--- config.mk ---
export PLATFORM = sky130hd
export DESIGN_NAME = gol_generation_sequencer
export DESIGN_NICKNAME = d
export VERILOG_FILES = /design/src/rtl/gol_pkg.sv /design/src/rtl/gol_wrap_addr.sv /design/src/rtl/gol_generation_sequencer.sv
export SDC_FILE = /design/constraint.sdc
export NUM_CORES = 1
export LEC_CHECK = 0
export BUFFER_PORTS_ARGS = -buffer_cell sky130_fd_sc_hd__buf_2
export CAP_MARGIN = 40
export CORE_MARGIN = 2
export CORE_UTILIZATION = 35
export DETAILED_ROUTE_END_ITERATION = 16
export SYNTH_ARGS = -nofsm -noshare
export SYNTH_HDL_FRONTEND = slang
export SYNTH_SLANG_ARGS = --single-unit
export TNS_END_PERCENT = 30
--- constraint.sdc ---
create_clock -name i_clk -period 2.34 [get_ports i_clk]
set_clock_uncertainty 0.15 [all_clocks]
set_input_delay 0.351 -clock i_clk [delete_from_list [all_inputs] [get_ports i_clk]]
set_output_delay 0.351 -clock i_clk [all_outputs]
set_load 0.03 [all_outputs]
--- src/rtl/gol_pkg.sv ---
// gol_pkg: grid geometry, sequencer state encoding and the neighbour offset table in read order.
package gol_pkg;
  localparam int MAX_i = 14;
  localparam int MAX_j = 19;
  localparam int CW = 10;
  typedef enum logic [2:0] {S_IDLE, S_READ, S_ACC, S_WRITE, S_DONE} state_t;
  localparam int DX [9] = '{-1, 0, 1, -1, 0, 1, -1, 0, 1};
  localparam int DY [9] = '{-1, -1, -1, 0, 0, 0, 1, 1, 1};
endpackage

--- src/rtl/gol_wrap_addr.sv ---
// gol_wrap_addr: maps a cell and neighbour index k to the toroidally wrapped read address.
module gol_wrap_addr
  import gol_pkg::*;
(
  input  logic [CW-1:0] i_x,
  input  logic [CW-1:0] i_y,
  input  logic [3:0]    i_k,
  output logic [CW-1:0] o_rd_x,
  output logic [CW-1:0] o_rd_y
);
  int w_dx, w_dy;
  logic [CW-1:0] w_xm, w_xp, w_ym, w_yp;
  always_comb begin
    w_dx = i_k < 4'd9 ? DX[i_k] : 0;
    w_dy = i_k < 4'd9 ? DY[i_k] : 0;
    w_xm = i_x == '0 ? CW'(MAX_i) : i_x - CW'(1);
    w_xp = i_x == CW'(MAX_i) ? '0 : i_x + CW'(1);
    w_ym = i_y == '0 ? CW'(MAX_j) : i_y - CW'(1);
    w_yp = i_y == CW'(MAX_j) ? '0 : i_y + CW'(1);
    o_rd_x = w_dx < 0 ? w_xm : w_dx > 0 ? w_xp : i_x;
    o_rd_y = w_dy < 0 ? w_ym : w_dy > 0 ? w_yp : i_y;
  end
endmodule

--- src/rtl/gol_generation_sequencer.sv ---
// gol_generation_sequencer: sweeps the toroidal grid, 11 cycles per cell, writes the next generation and swaps banks.
// Optional GOL_STABLE_DETECT_EN: o_stable reports that the last generation changed no cell.
module gol_generation_sequencer
  import gol_pkg::*;
#(
  parameter int GEN_W = 16
) (
  input  logic             i_clk,
  input  logic             i_rst_n,
  input  logic             i_start,
  output logic             o_rd_en,
  output logic [CW-1:0]    o_rd_x,
  output logic [CW-1:0]    o_rd_y,
  output logic             o_rd_bank,
  input  logic             i_rd_data,
  output logic             o_wr_en,
  output logic [CW-1:0]    o_wr_x,
  output logic [CW-1:0]    o_wr_y,
  output logic             o_wr_data,
  output logic             o_busy,
  output logic             o_gen_done,
  output logic [GEN_W-1:0] o_gen_count,
  output logic             o_stable
);
  state_t r_state, w_next;
  logic [CW-1:0] r_x, r_y, r_wr_x, r_wr_y;
  logic [3:0] r_k, r_n, w_n;
  logic r_dv, r_dself, r_self, r_wr_en, r_wr_data, r_bank, w_last, w_life;
  logic [GEN_W-1:0] r_gen;

  gol_wrap_addr u_wrap (
    .i_x    (r_x),
    .i_y    (r_y),
    .i_k    (r_k),
    .o_rd_x (o_rd_x),
    .o_rd_y (o_rd_y)
  );

  // r_dv/r_dself describe the read issued last cycle, whose datum is on i_rd_data now
  always_comb begin
    w_last = r_x == CW'(MAX_i) && r_y == CW'(MAX_j);
    w_n = r_n + {3'b000, r_dv & ~r_dself & i_rd_data};
    w_life = w_n == 4'd3 || (r_self && w_n == 4'd2);
    w_next = r_state == S_IDLE  ? (i_start ? S_READ : S_IDLE) :
             r_state == S_READ  ? (r_k == 4'd8 ? S_ACC : S_READ) :
             r_state == S_ACC   ? S_WRITE :
             r_state == S_WRITE ? (w_last ? S_DONE : S_READ) : S_IDLE;
  end

  always_ff @(posedge i_clk) begin
    if (!i_rst_n) begin
      r_state <= S_IDLE;
      r_x <= '0;
      r_y <= '0;
      r_k <= '0;
      r_n <= '0;
      r_dv <= 1'b0;
      r_dself <= 1'b0;
      r_self <= 1'b0;
      r_wr_en <= 1'b0;
      r_wr_x <= '0;
      r_wr_y <= '0;
      r_wr_data <= 1'b0;
      r_bank <= 1'b0;
      r_gen <= '0;
    end else begin
      r_state <= w_next;
      r_k <= r_state == S_READ && r_k != 4'd8 ? r_k + 4'd1 : 4'd0;
      r_dv <= r_state == S_READ;
      r_dself <= r_state == S_READ && r_k == 4'd4;
      r_n <= r_state == S_READ || r_state == S_ACC ? w_n : 4'd0;
      if (r_dv && r_dself) r_self <= i_rd_data;
      r_wr_en <= r_state == S_ACC;
      if (r_state == S_ACC) begin
        r_wr_x <= r_x;
        r_wr_y <= r_y;
        r_wr_data <= w_life;
      end
      if (r_state == S_IDLE) begin
        r_x <= '0;
        r_y <= '0;
      end else if (r_state == S_WRITE) begin
        r_x <= r_x == CW'(MAX_i) ? '0 : r_x + CW'(1);
        r_y <= r_x != CW'(MAX_i) ? r_y : r_y == CW'(MAX_j) ? '0 : r_y + CW'(1);
      end
      if (r_state == S_DONE) begin
        r_bank <= ~r_bank;
        r_gen <= r_gen + GEN_W'(1);
      end
    end
  end

  assign o_rd_en = r_state == S_READ;
  assign o_rd_bank = r_bank;
  assign o_wr_en = r_wr_en;
  assign o_wr_x = r_wr_x;
  assign o_wr_y = r_wr_y;
  assign o_wr_data = r_wr_data;
  assign o_busy = r_state != S_IDLE;
  assign o_gen_done = r_state == S_DONE;
  assign o_gen_count = r_gen;

`ifdef GOL_STABLE_DETECT_EN
  logic r_chg, r_stable;
  always_ff @(posedge i_clk) begin
    if (!i_rst_n) begin
      r_chg <= 1'b0;
      r_stable <= 1'b0;
    end else begin
      if (r_state == S_IDLE && i_start) r_chg <= 1'b0;
      else if (r_wr_en && r_wr_data != r_self) r_chg <= 1'b1;
      if (r_state == S_DONE) r_stable <= ~r_chg;
    end
  end
  assign o_stable = r_stable;
`else
  assign o_stable = 1'b0;
`endif
endmodule

# Word level (Yosys, flattened, before mapping)
# Memory sizes are Yosys's and may differ from the RTL's.
# Cells that the tools add are included.
# classes
n_addsub,7
magnitude_cmp,6
eq_ne,12
mux,21
bitwise_logic,7
n_reduce_logical,15
# op_table
op,n
32-bit two-way mux,6
10-bit two-way mux,8
32-bit by 1-bit > comparator with 1-bit output (second input constant),2
32-bit by 1-bit < comparator with 1-bit output (second input constant),2
10-bit by 1-bit adder with 10-bit output (second input constant),2
10-bit logical NOT,2
10-bit by 1-bit subtractor with 10-bit output (second input constant),2
16-bit by 1-bit adder with 16-bit output (second input constant),1
3-bit two-way mux,5
10-bit by 4-bit equality test with 1-bit output (second input constant),1
10-bit by 5-bit equality test with 1-bit output (second input constant),1
10-bit by 4-bit != test with 1-bit output (second input constant),1
4-bit by 2-bit equality test with 1-bit output (second input constant),2
3-bit by 2-bit equality test with 1-bit output (second input constant),2
2-bit AND reduction,3
5-bit >= comparator (second input constant),1
1-bit logical AND,5
4-bit NOT with 5-bit output,1
4-bit by 1-bit adder with 4-bit output,1
4-bit by 1-bit adder with 4-bit output (second input constant),1
4-bit by 3-bit equality test with 1-bit output (second input constant),1
4-bit equality test (second input constant),1
4-bit < comparator (second input constant),1
4-bit != test (second input constant),1
other kinds (10),15
# totals
reg_bits,73
mem_bits_ro,1024
inputBits,4
wordCells,84
memories,2
# mem_list
name,depth,word_bits,read_ports,rd_ports_with_merged_regs,write_ports,line,source
(no name shown),16,32,1,0,0,gol_wrap_addr.sv:14,w_dx = i_k < 4'd9 ? DX[i_k] : 0;
(no name shown),16,32,1,0,0,gol_wrap_addr.sv:15,w_dy = i_k < 4'd9 ? DY[i_k] : 0;

# Longest topological paths before layout
# logic_depth
word_depth,8
ltp_mapped,9

# Modules after synthesis
# From an unflattened synthesis, not the netlist that was laid out.
# hier_totals
hier_cells,536
area_unflattened_um2,4359.2
# modules_own_cells
module,n_inst,cells_each,area_each_um2,seq_area_each_um2
gol_generation_sequencer,1,355,3110.5,1461.4
gol_wrap_addr,1,181,1248.7,0.0

# Least setup slack after synthesis
# Ideal clock, no wire load.
# synth_path
path_type,register -> output
from,register r_k[2]
to,output o_rd_y[2]
arrival_time_ns,2.179
t_required_ns,1.839
path_slack_ns,-0.340
path_stages_with_launch,10
path_buffers,2
path_cell_list,dfxtp_1 > clkbuf_1 > inv_1 > ha_1 > nor2_1 > a31oi_1 > clkbuf_1 > nor2_1 > a22oi_1 > o21ai_0
# synth_via
elab_chain_len,8
elab_cells_between_ends,10
# synth_rtl
item,line,source
start: declaration,gol_generation_sequencer.sv:27,"logic [3:0] r_k, r_n, w_n;"
start signal: assignment,gol_generation_sequencer.sv:68,r_k <= r_state == S_READ && r_k != 4'd8 ? r_k + 4'd1 : 4'd0;
4-bit NOT with 5-bit output (not written as such),gol_wrap_addr.sv:15,
memory 16 x 32 bit,-,
32-bit two-way mux (not written as such) (2 in a row),gol_wrap_addr.sv:15,
32-bit two-way mux (*),gol_wrap_addr.sv:15,
32-bit by 1-bit > comparator with 1-bit output,gol_wrap_addr.sv:21,o_rd_y = w_dy < 0 ? w_ym : w_dy > 0 ? w_yp : i_y;
10-bit two-way mux,gol_wrap_addr.sv:21,
10-bit two-way mux (*),gol_wrap_addr.sv:21,
end: declaration,gol_generation_sequencer.sv:13,"output logic [CW-1:0] o_rd_y,"
# Every way passes the cells marked *; elsewhere a longest branch is shown, timed or not. The select of a mux whose other input is x is not followed.

# Worst setup path in the final report
# layout_path
from,register r_x[0]
to,output o_rd_x[0]
# layout_via
elab_chain_len,4
elab_cells_between_ends,8
# layout_rtl
item,line,source
start: declaration,gol_generation_sequencer.sv:26,"logic [CW-1:0] r_x, r_y, r_wr_x, r_wr_y;"
start signal: assignment,gol_generation_sequencer.sv:83,r_x <= r_x == CW'(MAX_i) ? '0 : r_x + CW'(1);
10-bit by 1-bit adder with 10-bit output / 10-bit by 4-bit equality test with 1-bit output (equally long branches),gol_wrap_addr.sv:17,w_xp = i_x == CW'(MAX_i) ? '0 : i_x + CW'(1);
10-bit two-way mux,gol_wrap_addr.sv:17,
10-bit two-way mux,gol_wrap_addr.sv:20,o_rd_x = w_dx < 0 ? w_xm : w_dx > 0 ? w_xp : i_x;
10-bit two-way mux (*),gol_wrap_addr.sv:20,
end: declaration,gol_generation_sequencer.sv:12,"output logic [CW-1:0] o_rd_x,"
# Every way passes the cells marked *; elsewhere a longest branch is shown, timed or not.

==> parameters.txt <==
Parameter                              Value

Status
  Outcome ... complete, but fails checks
  Failing checks ... setup timing

Global route
  Largest net degree at the start of global routing ... 40
  Antenna violations before repair ... 0
  Total gr overflow ... 0
  Total global-route track usage ... 20.1%
  Wire length of the first global-routing pass ... 21100 µm
  Vias in the first global route ... 4380

Floorplan
  Width of the die ... 114 µm
  Starting density of the core ... 35.5%
  Full die area ... 13000 µm²
  # rows ... 40
  DIE HEIGHT ... 114 µm
  Top-Level Pins ... 67
  Floorplan core area ... 11900 µm²

Final layout
  Final core utilization ... 51.6%
  Fraction of layout cells with a size suffix above 1 ... 37.0%
  Synth-to-layout area growth ... 45.5%
  Final net count ... 700
  Combined area of the multi-input logic cells ... 2940 µm²
  Filler cell count ... 1144
  Diodes inserted ... 0
  Register cell area after layout ... 1470 µm²

Place
  Setup slack at placement ... -0.215 ns
  Count of port buffers added during placement ... 65
  RePlAce Congestion ... 0.870
  Detailed placement HPWL ... 9060 µm

Route
  Number of detailed-route iterations in the first pass ... 4
  Via count ... 4416
  Routed length on met3 ... 552 µm
  Count of antenna-violating nets left after detailed routing ... 0
  Max layer used ... met4
  Met2 wirelength from detailed routing ... 6360 µm
  Drt wl/cell ... 15.4 µm
  Routed wire length ... 12800 µm
  Iteration-0 DRC count of the detailed router ... 169
  DRC errors left ... 0
  Wire length on met1 ... 5680 µm
  Average vias per placed instance ... 5.29

Pwr
  Clk pwr share ... 50.8%
  Worst-case vdd ir drop ... 0.000339 V
  Net switching power figure ... 618 µW
  Comb power frac ... 5.1%
  Internal Pwr Total ... 2.21 mW
  Sequential Power Share ... 44.1%
  Net switching fraction of the power ... 21.8%
  Power per Cell Area ... 460 nW/µm²
  Leakage power summed over all cells ... 2.56 nW

STA
  Period Utilization, post-route ... 117%
  Count of final max-slew check failures ... 0
  Worst hold slack ... 0.149 ns
  Worst Tran Pin Value ... 0.571 ns
  Setup repair after global routing missed its margin ... true
  Final min period ... 2.73 ns
  Fmax ... 366 MHz
  Setup-failing EPs final ... 22
  Setup slack after layout ... -0.390 ns
  Final hold vios ... 0
  Slew Limit Headroom ... 61.9%

Critical path
  Arrival time at the worst endpoint ... 2.23 ns
  R2r startpoint ... r_x[6]
  Critical path launch point type ... flop
  Sort of element at the end of the critical path ... output port
  Required arrival time at the worst endpoint ... 1.84 ns
  CP startpoint ... r_x[0]
  Maximum fanout along the worst path ... 5
  Critical path class ... reg2out

Synthesis
  Parity-gate share of the synthesized area counting xor and xnor cells ... 5.18%
  Gate count after technology mapping ... 543
  Area fraction in compound gates after synthesis ... 18.6%
  Unique cell type count in the Yosys netlist ... 67
  Synth top area cells ... sky130_fd_sc_hd__dfxtp_1 (35%), sky130_fd_sc_hd__nand2_1 (7.4%), sky130_fd_sc_hd__a21boi_1 (4.3%)
  Top-area cell type share of the netlist area ... 34.6%
  Post-synthesis async set-or-reset flop share ... 0%
  Synth warnings ... 0
  Average instance area after synthesis ... 7.79 µm²
  Largest family of logic cells by synthesized area ... simple AND/OR/NAND/NOR gates
  Sequential fraction of the synthesis area ... 34.6%
  Dominant cell type by area after synthesis ... sky130_fd_sc_hd__dfxtp_1
  Flip-flop cell with the highest count after synthesis ... sky130_fd_sc_hd__dfxtp_1
  Area share of and/or/nand/nor cells after synthesis ... 31.6%
  Proportion of synthesized area in mux cells ... 0.947%
  Adder-cell share of the synthesized area ... 4.14%
  Number of flops mapped to enable cells by yosys ... 0
  Yosys reg bits ... 73
  Syn_nets ... 561
  Cell area after synthesis ... 4230 µm²

Clock network
  CTS clock-pin slew for the worst setup and hold paths ... 0.06 ns
  CTS sink cnt ... 73
  CTS max path bufs ... 2
  Worst-skew pair later-pin latency ... 0.34 ns
  TritonCTS clock tree ... yes
  Count of H-tree levels built during CTS ... 3
  Clock buffers created by TritonCTS ... 9
  Buffer type at the clock tree root ... sky130_fd_sc_hd__clkbuf_16

Worst hold path
  Startpoint of the tightest hold check path ... i_rd_data
  Type of the worst min-delay path ... in2reg

Run
  Max-capacitance violation count ... 0
==> state kept, by name (all words and copies together) (netlist names), 3 cells and up <==
| register | count |
|---|---|
| o_gen_count | 16 |
| o_wr_x | 10 |
| o_wr_y | 10 |
| r_x | 10 |
| r_y | 10 |
| r_k | 4 |
| r_n | 4 |
| r_state | 3 |
==> synth_stat cells, types with 2 or more instances <==
master,number
sky130_fd_sc_hd__or3_1,16
sky130_fd_sc_hd__nor3_1,18
sky130_fd_sc_hd__xnor2_1,12
sky130_fd_sc_hd__clkbuf_1,31
sky130_fd_sc_hd__ha_1,14
sky130_fd_sc_hd__nand3_1,14
sky130_fd_sc_hd__o31ai_1,2
sky130_fd_sc_hd__or2_2,2
sky130_fd_sc_hd__and2_1,22
sky130_fd_sc_hd__nor4_2,2
sky130_fd_sc_hd__a221oi_1,4
sky130_fd_sc_hd__nor4_1,5
sky130_fd_sc_hd__o211ai_1,3
sky130_fd_sc_hd__a21oi_1,25
sky130_fd_sc_hd__a21boi_1,24
sky130_fd_sc_hd__or4_4,2
sky130_fd_sc_hd__o22ai_1,2
sky130_fd_sc_hd__buf_6,3
sky130_fd_sc_hd__or4_1,4
sky130_fd_sc_hd__a31oi_1,6
sky130_fd_sc_hd__o31a_1,4
sky130_fd_sc_hd__o21ai_1,7
sky130_fd_sc_hd__nand3b_1,3
sky130_fd_sc_hd__inv_1,12
sky130_fd_sc_hd__nand4_1,9
sky130_fd_sc_hd__a22oi_1,5
sky130_fd_sc_hd__nor3b_1,3
sky130_fd_sc_hd__xor2_1,13
sky130_fd_sc_hd__nor2_1,41
sky130_fd_sc_hd__and3b_1,2
sky130_fd_sc_hd__nand2_1,83
sky130_fd_sc_hd__nor2b_1,7
sky130_fd_sc_hd__and3_1,2
sky130_fd_sc_hd__mux2i_1,4
sky130_fd_sc_hd__and4_1,2
sky130_fd_sc_hd__o21ai_0,19
sky130_fd_sc_hd__nand2b_1,13
sky130_fd_sc_hd__dfxtp_1,73
sky130_fd_sc_hd__o21bai_1,2
==> routing by layer <==
layer | vias to the layer above | track usage [%]
li1 | 2185 | -
met1 | 2116 | 24.6
met2 | 89 | 34.9
met3 | 26 | 5.37
met4 | 0 | 5.45
met5 | - | 0
==> worst paths after layout <==
path,cells after the start,slack (ns),endpoint
hold reg to reg,2,0.30,o_wr_x[9]
setup reg to reg,6,-0.07,r_y[3]
hold / removal,3,0.15,r_self
setup / recovery,10,-0.39,o_rd_x[0]
==> power groups by stage <==
stage | registers [mW] | logic (mW) | clock network [mW]
3_5_place_dp | 1.28 | 0.124 | 0
5_1_grt | 1.25 | 0.156 | 1.51
6_report | 1.25 | 0.145 | 1.44
3_3_place_gp | 1.28 | 0.122 | 0
4_1_cts | 1.25 | 0.140 | 1.47
2_1_floorplan | 1.28 | 0.0794 | 0
==> cell families after synthesis <==
family	count (synthesis)
AO/OA/AOI/OAI	119
XOR/XNOR	25
adder cells (fa/ha/maj)	14
buffers and inverters	48
flip-flops	73
multiplexers	4
other	1
AND/OR/NAND/NOR	259
==> cell type report <==
class | count | area share, %
Multi-Input combinational cell | 423 | 47.8
Timing Repair Buffer | 163 | 19.3
Inverter | 12 | 0.773
Clock buffer | 12 | 4.33
Tap cell | 147 | 2.99
Clock inverter | 4 | 0.814
Sequential cell | 73 | 24.0
==> repair_timing <==
item | 4_1_cts | 5_1_grt
setup buffers | 19 | 3
pin swaps | 23 | 7
hold buffers | 0 | 0
setup endpoints to repair | 25 | 27
resized for setup | 88 | 27
cloned | 1 | 0
==> cell usage in the layout (no fill, tap or decap), drive strengths merged, types with 3 or more instances in the layout <==
| master | synthesis | layout |
|---|---|---|
| nor3 | 19 | 19 |
| nand4 | 9 | 9 |
| nor4 | 7 | 7 |
| o21ai | 26 | 26 |
| nand3b | 3 | 3 |
| mux2i | 4 | 4 |
| or2 | 4 | 4 |
| nor2 | 42 | 43 |
| a221oi | 4 | 4 |
| dfxtp | 73 | 73 |
| a31oi | 6 | 6 |
| or3 | 16 | 16 |
| a21boi | 25 | 25 |
| nand2 | 83 | 83 |
| a22oi | 5 | 5 |
| nand3 | 14 | 14 |
| o211ai | 3 | 3 |
| ha | 14 | 14 |
| clkbuf | 31 | 12 |
| o31a | 4 | 4 |
| and2 | 22 | 22 |
| or4 | 6 | 6 |
| inv | 12 | 12 |
| nor3b | 4 | 4 |
| a21oi | 25 | 25 |
| nand2b | 13 | 13 |
| nor2b | 7 | 7 |
| buf | 5 | 163 |
| xnor2 | 12 | 12 |
| xor2 | 13 | 13 |
==> per-stage QoR <==
stage                     setup TNS, ns  total power [mW]  cell area, µm²  std cells
after floorplan                  -0.705              1.36            4330        543
after global placement            -1.12              1.40            5240        796
after detailed placement          -2.64              1.40            5240        796
after CTS                         -6.08              2.86            6020        832
after global routing              -8.45              2.92            6150        834
final                             -6.15              2.83            6150        834
==> critical path, cell delays in order (launching register included) <==
cell and delay (ns):
sky130_fd_sc_hd__dfxtp_2 0.32, sky130_fd_sc_hd__inv_2 0.07, sky130_fd_sc_hd__ha_1 0.14, sky130_fd_sc_hd__or3b_4 0.40
sky130_fd_sc_hd__nor3_4 0.18, sky130_fd_sc_hd__buf_6 0.16, sky130_fd_sc_hd__nor2_4 0.06, sky130_fd_sc_hd__buf_4 0.16
sky130_fd_sc_hd__nor3_2 0.18, sky130_fd_sc_hd__a21oi_2 0.04, sky130_fd_sc_hd__buf_4 0.16
Note: power is estimated with default switching activity, not from simulation.
